==> config.mk <==
export PLATFORM = sky130hd
export DESIGN_NAME = kp_filter_ctrl
export DESIGN_NICKNAME = d
export VERILOG_FILES = /design/src/rtl/kp_filter_ctrl.sv
export SDC_FILE = /design/constraint.sdc
export NUM_CORES = 1
export LEC_CHECK = 0
export ABC_AREA = 1
export CAP_MARGIN = 0
export CELL_PAD_IN_SITES_DETAIL_PLACEMENT = 1
export CELL_PAD_IN_SITES_GLOBAL_PLACEMENT = 1
export CORE_MARGIN = 4
export CORE_UTILIZATION = 35
export DETAILED_ROUTE_END_ITERATION = 6
export DONT_BUFFER_PORTS = 1
export GPL_TIMING_DRIVEN = 0
export PLACE_DENSITY_LB_ADDON = 0.1
export REMOVE_ABC_BUFFERS = 1
export SLEW_MARGIN = 20
export SYNTH_ARGS = -nofsm -noshare
export SYNTH_HDL_FRONTEND = slang
export SYNTH_SLANG_ARGS = --single-unit
==> constraint.sdc <==
create_clock -name i_clk -period 5.6 [get_ports i_clk]
set_clock_uncertainty 0.15 [all_clocks]
set_input_delay 0.28 -clock i_clk [delete_from_list [all_inputs] [get_ports i_clk]]
set_output_delay 0.28 -clock i_clk [all_outputs]
set_load 0.005 [all_outputs]
==> src/rtl/kp_filter_ctrl.sv <==
// Frame-level sequencer for one channel's Gaussian filter pipeline: flush, enable, frame counting.
// Optional watchdog enabled by defining KP_FILTER_CTRL_WDOG_EN.
module kp_filter_ctrl #(
  parameter int unsigned LINE_LENGTH  = 640,
  parameter int unsigned LINE_COUNT   = 480,
  parameter int unsigned PIX_BYPASS   = LINE_LENGTH * LINE_COUNT,
  parameter int unsigned PIX_FILTER   = (LINE_LENGTH - 2) * (LINE_COUNT - 2),
  parameter int unsigned FLUSH_CYCLES = 4,
  parameter int unsigned TIMEOUT      = 65535,
  parameter int unsigned CNT_W        = 16
) (
  input  logic             i_clk,
  input  logic             i_rstn,
  input  logic             i_start,
  input  logic             i_stop,
  input  logic             i_continuous,
  input  logic             i_enable_req,
  input  logic             i_frame_start,
  input  logic             i_pix_out,
  input  logic             i_clr_err,
  output logic             o_enable,
  output logic             o_flush,
  output logic             o_busy,
  output logic             o_frame_done,
  output logic [CNT_W-1:0] o_frame_cnt,
  output logic             o_overrun,
  output logic             o_timeout,
  output logic [1:0]       o_state
);

  localparam int unsigned PIX_MAX = (PIX_BYPASS > PIX_FILTER) ? PIX_BYPASS : PIX_FILTER;
  localparam int unsigned PIX_W   = $clog2(PIX_MAX) + 1;
  localparam int unsigned FL_W    = (FLUSH_CYCLES > 1) ? $clog2(FLUSH_CYCLES) : 1;

  localparam logic [PIX_W-1:0] TGT_BYPASS = PIX_W'(PIX_BYPASS);
  localparam logic [PIX_W-1:0] TGT_FILTER = PIX_W'(PIX_FILTER);
  localparam logic [FL_W-1:0]  FL_LAST    = FL_W'(FLUSH_CYCLES - 1);

  typedef enum logic [1:0] {
    StIdle   = 2'd0,
    StFlush  = 2'd1,
    StArm    = 2'd2,
    StActive = 2'd3
  } state_e;

  state_e             r_state, w_state_d;
  logic [FL_W-1:0]    r_flush_cnt, w_flush_cnt_d;
  logic [PIX_W-1:0]   r_pix_cnt, w_pix_cnt_d;
  logic [PIX_W-1:0]   r_target, w_target_d;
  logic               r_enable, w_enable_d;
  logic               r_flush, w_flush_d;
  logic               r_busy, w_busy_d;
  logic               r_frame_done, w_frame_done_d;
  logic [CNT_W-1:0]   r_frame_cnt, w_frame_cnt_d;
  logic               r_overrun, w_overrun_d;
  logic               r_stop_pend, w_stop_pend_d;

  logic w_active;
  logic w_complete;
  logic w_overrun_set;
  logic w_timeout_set;
  logic w_stop_now;
  logic w_enter_flush;

  assign w_active   = (r_state == StActive);
  assign w_complete = w_active && i_pix_out && (r_pix_cnt == (r_target - PIX_W'(1)));
  // Completion takes priority over a coincident frame start.
  assign w_overrun_set = w_active && i_frame_start && !w_complete;
  assign w_stop_now    = r_stop_pend || (w_active && i_stop);

`ifdef KP_FILTER_CTRL_WDOG_EN
  localparam int unsigned IDLE_W = $clog2(TIMEOUT + 1);
  localparam logic [IDLE_W-1:0] IDLE_LAST = IDLE_W'(TIMEOUT - 1);

  logic [IDLE_W-1:0] r_idle_cnt, w_idle_cnt_d;
  logic              r_timeout, w_timeout_d;

  assign w_timeout_set = w_active && !i_pix_out && (r_idle_cnt == IDLE_LAST);
  assign w_idle_cnt_d  = (!w_active || i_pix_out) ? '0 : r_idle_cnt + IDLE_W'(1);
  assign w_timeout_d   = w_timeout_set ? 1'b1 : (i_clr_err ? 1'b0 : r_timeout);

  always_ff @(posedge i_clk or negedge i_rstn) begin
    if (!i_rstn) begin
      r_idle_cnt <= '0;
      r_timeout  <= 1'b0;
    end else begin
      r_idle_cnt <= w_idle_cnt_d;
      r_timeout  <= w_timeout_d;
    end
  end

  assign o_timeout = r_timeout;
`else
  logic w_unused_timeout;
  assign w_unused_timeout = (TIMEOUT == 0);
  assign w_timeout_set    = 1'b0;
  assign o_timeout        = 1'b0;
`endif

  // State and registered outputs.
  always_ff @(posedge i_clk or negedge i_rstn) begin
    if (!i_rstn) begin
      r_state      <= StIdle;
      r_flush_cnt  <= '0;
      r_pix_cnt    <= '0;
      r_target     <= '0;
      r_enable     <= 1'b0;
      r_flush      <= 1'b0;
      r_busy       <= 1'b0;
      r_frame_done <= 1'b0;
      r_frame_cnt  <= '0;
      r_overrun    <= 1'b0;
      r_stop_pend  <= 1'b0;
    end else begin
      r_state      <= w_state_d;
      r_flush_cnt  <= w_flush_cnt_d;
      r_pix_cnt    <= w_pix_cnt_d;
      r_target     <= w_target_d;
      r_enable     <= w_enable_d;
      r_flush      <= w_flush_d;
      r_busy       <= w_busy_d;
      r_frame_done <= w_frame_done_d;
      r_frame_cnt  <= w_frame_cnt_d;
      r_overrun    <= w_overrun_d;
      r_stop_pend  <= w_stop_pend_d;
    end
  end

  always_comb begin
    w_state_d = r_state;
    unique case (r_state)
      StIdle: begin
        if (i_start) w_state_d = StFlush;
      end
      StFlush: begin
        if (r_flush_cnt == FL_LAST) w_state_d = r_stop_pend ? StIdle : StArm;
      end
      StArm: begin
        if (i_stop) w_state_d = StIdle;
        else if (i_frame_start) w_state_d = StActive;
      end
      StActive: begin
        if (w_complete) w_state_d = (i_continuous && !w_stop_now) ? StFlush : StIdle;
        else if (w_overrun_set || w_timeout_set) w_state_d = StFlush;
      end
      default: w_state_d = StIdle;
    endcase
  end

  assign w_enter_flush = (w_state_d == StFlush) && (r_state != StFlush);

  always_comb begin
    w_enable_d     = w_enter_flush ? i_enable_req : r_enable;
    w_target_d     = r_target;
    if (w_enter_flush) w_target_d = i_enable_req ? TGT_FILTER : TGT_BYPASS;
    w_flush_d      = (w_state_d == StFlush);
    w_busy_d       = (w_state_d != StIdle);
    w_frame_done_d = w_complete;
    w_frame_cnt_d  = w_complete ? r_frame_cnt + CNT_W'(1) : r_frame_cnt;
    w_overrun_d    = w_overrun_set ? 1'b1 : (i_clr_err ? 1'b0 : r_overrun);
    w_flush_cnt_d  = (r_state == StFlush) ? r_flush_cnt + FL_W'(1) : '0;

    w_stop_pend_d = r_stop_pend;
    if (w_active && i_stop) w_stop_pend_d = 1'b1;
    if (w_state_d == StIdle) w_stop_pend_d = 1'b0;

    w_pix_cnt_d = r_pix_cnt;
    if (r_state == StArm && w_state_d == StActive) w_pix_cnt_d = '0;
    else if (w_active && i_pix_out && !w_complete) w_pix_cnt_d = r_pix_cnt + PIX_W'(1);
  end

  assign o_enable     = r_enable;
  assign o_flush      = r_flush;
  assign o_busy       = r_busy;
  assign o_frame_done = r_frame_done;
  assign o_frame_cnt  = r_frame_cnt;
  assign o_overrun    = r_overrun;
  assign o_state      = r_state;

endmodule

-- Word level (Yosys, flattened, before mapping)
Index checks and enable logic that the tools add are counted.
- word-level logic and storage cells: 58
- register bits after elaboration: 66
- input bits: 9
- reduce and logical (&&, ||, !) cells: 18
- equality and inequality tests: 8
- add/subtract/negate cells: 4
- mux-type cells: 17
- operator list (operator ; number):
    20-bit two-way mux ; 2
    20-bit by 1-bit adder with 20-bit output, second input constant ; 1
    20-bit == test ; 1
    20-bit by 1-bit subtractor with 20-bit output, second input constant ; 1
    16-bit by 1-bit adder with 16-bit output, second input constant ; 1
    2-bit two-way mux ; 8
    13-bit two-way mux ; 1
    1-bit logical AND ; 9
    2-bit == test, second input constant ; 4
    2-bit one-hot mux with 4 select lines ; 1
    2-bit nonzero test ; 4
    1-bit two-way mux ; 5
    2-bit by 1-bit == test with 1-bit output, second input constant ; 2
    2-bit logical NOT ; 2
    2-bit by 1-bit adder with 2-bit output, second input constant ; 1
    1-bit logical NOT ; 2
    2-bit by 1-bit != test with 1-bit output, second input constant ; 1
    1-bit logical OR ; 1

-- Logic depth before layout (Yosys ltp)
- word-level depth: 11
- mapped depth: 17

-- Worst setup path after synthesis
OpenSTA, ideal clock, no wires.
- path type: register to register
- start: register r_target[10]
- end: register r_frame_cnt[9] (netlist: o_frame_cnt[9])
- setup time: 0.122 ns
- buffers on the path: 0
- data required time: 5.328 ns
- cell stages (with the launch flop): 13
- arrival: 1.929 ns
- path slack: 3.399 ns
- path through: dfrtp_1 -> inv_2 -> ha_1 -> nand2_1 -> nand3_1 -> nor2_1 -> nand2_1 -> nor2_2 -> nand3_4 -> nor2_8 -> nand4_2 -> nand2b_1 -> xor2_1
- cells in the longest elaborated chain, start to end: 3
- RTL lines (element ; line ; source):
    start: declaration ; 49 ; logic [PIX_W-1:0] r_target, w_target_d;
    start signal: assignment ; 118 ; r_target <= w_target_d;
    20-bit by 1-bit subtractor with 20-bit output ; 66 ; assign w_complete = w_active && i_pix_out && (r_pix_cnt == (r_target - PIX_W'(1)));
    20-bit == test ; 66 ;
    1-bit logical AND ; 66 ;
    via w_complete ; 59 ; logic w_complete;
    end signal: assignment ; 123 ; r_frame_cnt <= w_frame_cnt_d;
    end: declaration ; 54 ; logic [CNT_W-1:0] r_frame_cnt, w_frame_cnt_d;
The timed path passes the listed nets, and every way through them passes these cells.
A chain may end at the register's enable or synchronous reset.

-- Worst setup path after layout
- start: register r_target[10]
- end: register r_pix_cnt[4]
- cells in the longest elaborated chain, start to end: 11
- RTL lines (element ; line ; source):
    20-bit by 1-bit subtractor with 20-bit output * ; 66 ;
    20-bit == test * ; 66 ;
    1-bit logical AND * ; 66 ;
    1-bit logical NOT ; 68, 169 ;
    1-bit logical AND ; 68 ; assign w_overrun_set = w_active && i_frame_start && !w_complete;
    2-bit two-way mux ; 144 ; else if (w_overrun_set || w_timeout_set) w_state_d = StFlush;
    2-bit two-way mux ; 143 ; if (w_complete) w_state_d = (i_continuous && !w_stop_now) ? StFlush : StIdle;
    2-bit one-hot mux with 4 select lines ; 131 ; unique case (r_state)
    2-bit == test ; 168 ; if (r_state == StArm && w_state_d == StActive) w_pix_cnt_d = '0;
    1-bit logical AND ; 168 ;
    20-bit two-way mux or 2-bit nonzero test (tied branches) ; -- ;
    end signal: assignment ; 117 ; r_pix_cnt <= w_pix_cnt_d;
    end: declaration ; 48 ; logic [PIX_W-1:0] r_pix_cnt, w_pix_cnt_d;
Mark *: on every way between the ends. The rest lies on a longest branch, timed or not.

==> results.toml <==
[yosys]
ys_seq_area_share_pct = 39.8
post_synth_num_cell_types = 32
ys_warn_count = 0
avgSynthCellArea_um2 = 7.36
syn_area_um2 = 3020
synthCells = 410
ys_ff_latch = 48

[route]
drt-met1-wl_um = 3930
wl_per_cell_um = 15.5
ant_nets = 0
drc = 0
highest_layer = "met4"
drt_pass1_iterations = 4
drt_wl_total_um = 8090
routed-wl-met2_um = 3830
dr_wl_met3_um = 278
vias_per_cell = 5.03
drt-initial-drc-count = 94
routed-via-count = 2630

[floorplan]
initial_core_util_pct = 36.3
placementRows = 33
dieArea_um2 = 10200
core_area_um2 = 8300
die_y_um = 101
dieWidth_um = 101
ios = 33

[global_routing]
grt.total_usage_pct = 17.2
grt_pass1_wl_um = 13900
antenna_found_initial = 0
overflow = 0
grt_max_degree = 49
grt_pass1_vias = 2783

[clock_tree]
clkLatencyLatePin_ns = 0.30
clock_sinks = 48
cts_tree = "yes"
ctsHtreeMaxLevel = 2
clk_pin_slew_ns = 0.10
cts-root-buf = "clkbuf_8"
clock_path_buffers = 2
cts_resized = 0
numCtsBuffers = 5

[timing]
max_freq_mhz = 301
drv_slew = 0
min_period_ns = 3.32
post-route-period-util_pct = 59.4
tns_ns = 0
rsz0062_at_grt = "false"
slew_headroom_pct = 54.4
worst_pin_slew_ns = 0.683
setup_viol = 0
hold_violations = 0

[power]
leakage_nw = 1.55
vdd_drop_max_v = 0.000200
power_w = 0.00128
power_density_nw_per_um2 = 392

[place]
portBuffers = 0
gp_congestion = 0.827
dpl.hpwl_um = 6140

[final_layout]
final_nets = 431
drive_gt1_share_pct = 6.94
final_util_pct = 39.5
antennaDiodeCount = 0
register_area_um2 = 1200
area_delta_synth_final_pct = 8.59
n_fill_cell = 1045
multiInputGateArea_um2 = 1570

[worst_setup_path]
critPathKind = "flop to flop"
crit_required_ns = 5.62
worstPathMaxFanout = 14
start_kind = "flop"
crit_arrival_ns = 3.34
worst_setup_path_end_kind = "flop"

[run_status]
status = "completed"

[min_path]
hold_class = "input port to flop"

[flow_run]
maxCapViolCount = 0
==> cell usage in the layout, fill, tap and decap left out, drive strengths merged <==
cell type / instances
nor3b: 4
clkinvlp: 2
nor2: 58
conb: 1
o32ai: 1
nand4: 17
a21oi: 8
xor2: 18
inv: 56
ha: 5
dfrtp: 48
clkinv: 1
nand2b: 1
nand2: 110
dlygate4sd3: 3
nor3: 14
xnor2: 9
nand3: 27
nor4: 6
buf: 1
clkbuf: 6
o21ai: 22
==> registers in the layout (all words and copies together) (netlist names) <==
name / count
r_pix_cnt: 20
o_frame_cnt: 16
r_target: 3
o_state: 2
r_flush_cnt: 2
o_busy: 1
o_flush: 1
o_frame_done: 1
o_overrun: 1
r_stop_pend: 1
==> through the flow <==
step	instance area (um^2)	std cells	hold WS (ns)	worst slack (ns)
3_5_place_dp	3120	511	-0.163	2.27
5_1_grt	3280	523	0.0420	1.98
2_1_floorplan	2990	406	-0.166	3.07
4_1_cts	3280	523	0.0112	2.24
3_3_place_gp	3120	511	-0.164	2.26
6_report	3280	523	0.0218	2.28
==> worst paths after layout <==
kind	from	endpoint	slack, ns	cells past startpoint
worst max-delay path	r_target[10]	r_pix_cnt[4]	2.28	15
worst min-delay path	i_frame_start	o_overrun	0.02	2
worst max register to register	r_target[10]	r_pix_cnt[4]	2.28	15
worst min register to register	r_flush_cnt[0]	r_flush_cnt[0]	0.28	1
max in group asynchronous	i_rstn	r_pix_cnt[7]	4.73	2
min in group asynchronous	i_rstn	o_frame_cnt[11]	0.33	2
==> worst max-delay path: stages (launching register included) <==
cell and delay (ns):
dfrtp_1 0.74, inv_2 0.27, ha_1 0.38, inv_1 0.04, nand2_1 0.08, nand3_1 0.07
nor2_1 0.11, nand2_1 0.09, nor2_2 0.14, nand3_4 0.11, nand2_1 0.40, inv_2 0.21
nand2_1 0.14, nor2_1 0.06, xor2_1 0.14, nor2_1 0.05
==> cell usage after synthesis <==
cell	count	share of area (%)
nand2_2	1	0.21
nand3_4	1	0.58
nor2_8	1	0.66
buf_6	1	0.37
nand4_1	16	3.3
nor2_4	2	0.75
buf_4	2	0.50
o32ai_1	1	0.29
clkinv_1	1	0.12
nand3_1	25	4.1
ha_1	5	2.1
clkbuf_1	1	0.12
inv_1	51	6.3
nand3_2	1	0.33
inv_2	5	0.62
nand4_2	1	0.41
nand2_1	107	13
nor4_1	6	1.2
nor3_1	14	2.3
xnor2_1	9	2.6
nor2_2	4	0.83
a21oi_1	7	1.2
o21ai_0	12	2.0
nand2_4	2	0.75
nor2_1	51	6.3
nand2b_1	1	0.21
dfrtp_1	48	40
conb_1	1	0.12
nor3b_1	4	1.0
o21ai_1	10	1.7
a21oi_4	1	0.54
xor2_1	18	5.2
==> logic make-up after synthesis <==
family	synth area share [%]
AOI/OAI and AO/OA	5.64
DFF	39.8
other	0.124
xor gates and xnor gates	7.84
buffers and inverters	8.09
and+or+nand+nor	36.4
adders and majority gates	2.07
==> per-layer routing <==
metal	global-route usage, %	up-vias
li1	-	1318
met1	23.6	1276
met2	28.4	32
met3	3.04	4
met4	3.32	0
met5	0	-
==> where the power goes <==
group	switching, W	total, W	leakage [nW]	internal (W)
sequential	0.000121	0.000562	0.598	0.000441
clock	0.000128	0.000228	0.0434	0.000100
combinational	0.000332	0.000495	0.908	0.000163
total	0.000580	0.00128	1.55	0.000705
==> layout make-up <==
class                   count  area share [%]
clock buffers               6            2.52
clock inverters             2           0.458
inverters                  57            6.53
multi-input cells         301            48.1
flip-flops and latches     48            36.7
well taps                 105            4.01
repair buffers              4            1.76
==> timing repair <==
item,4_1_cts,5_1_grt
endpoints found under the setup margin,0,0
hold endpoints to repair,51,0
hold buffers,4,0
buffers inserted,0,0
(Power assumes the default switching activity.)
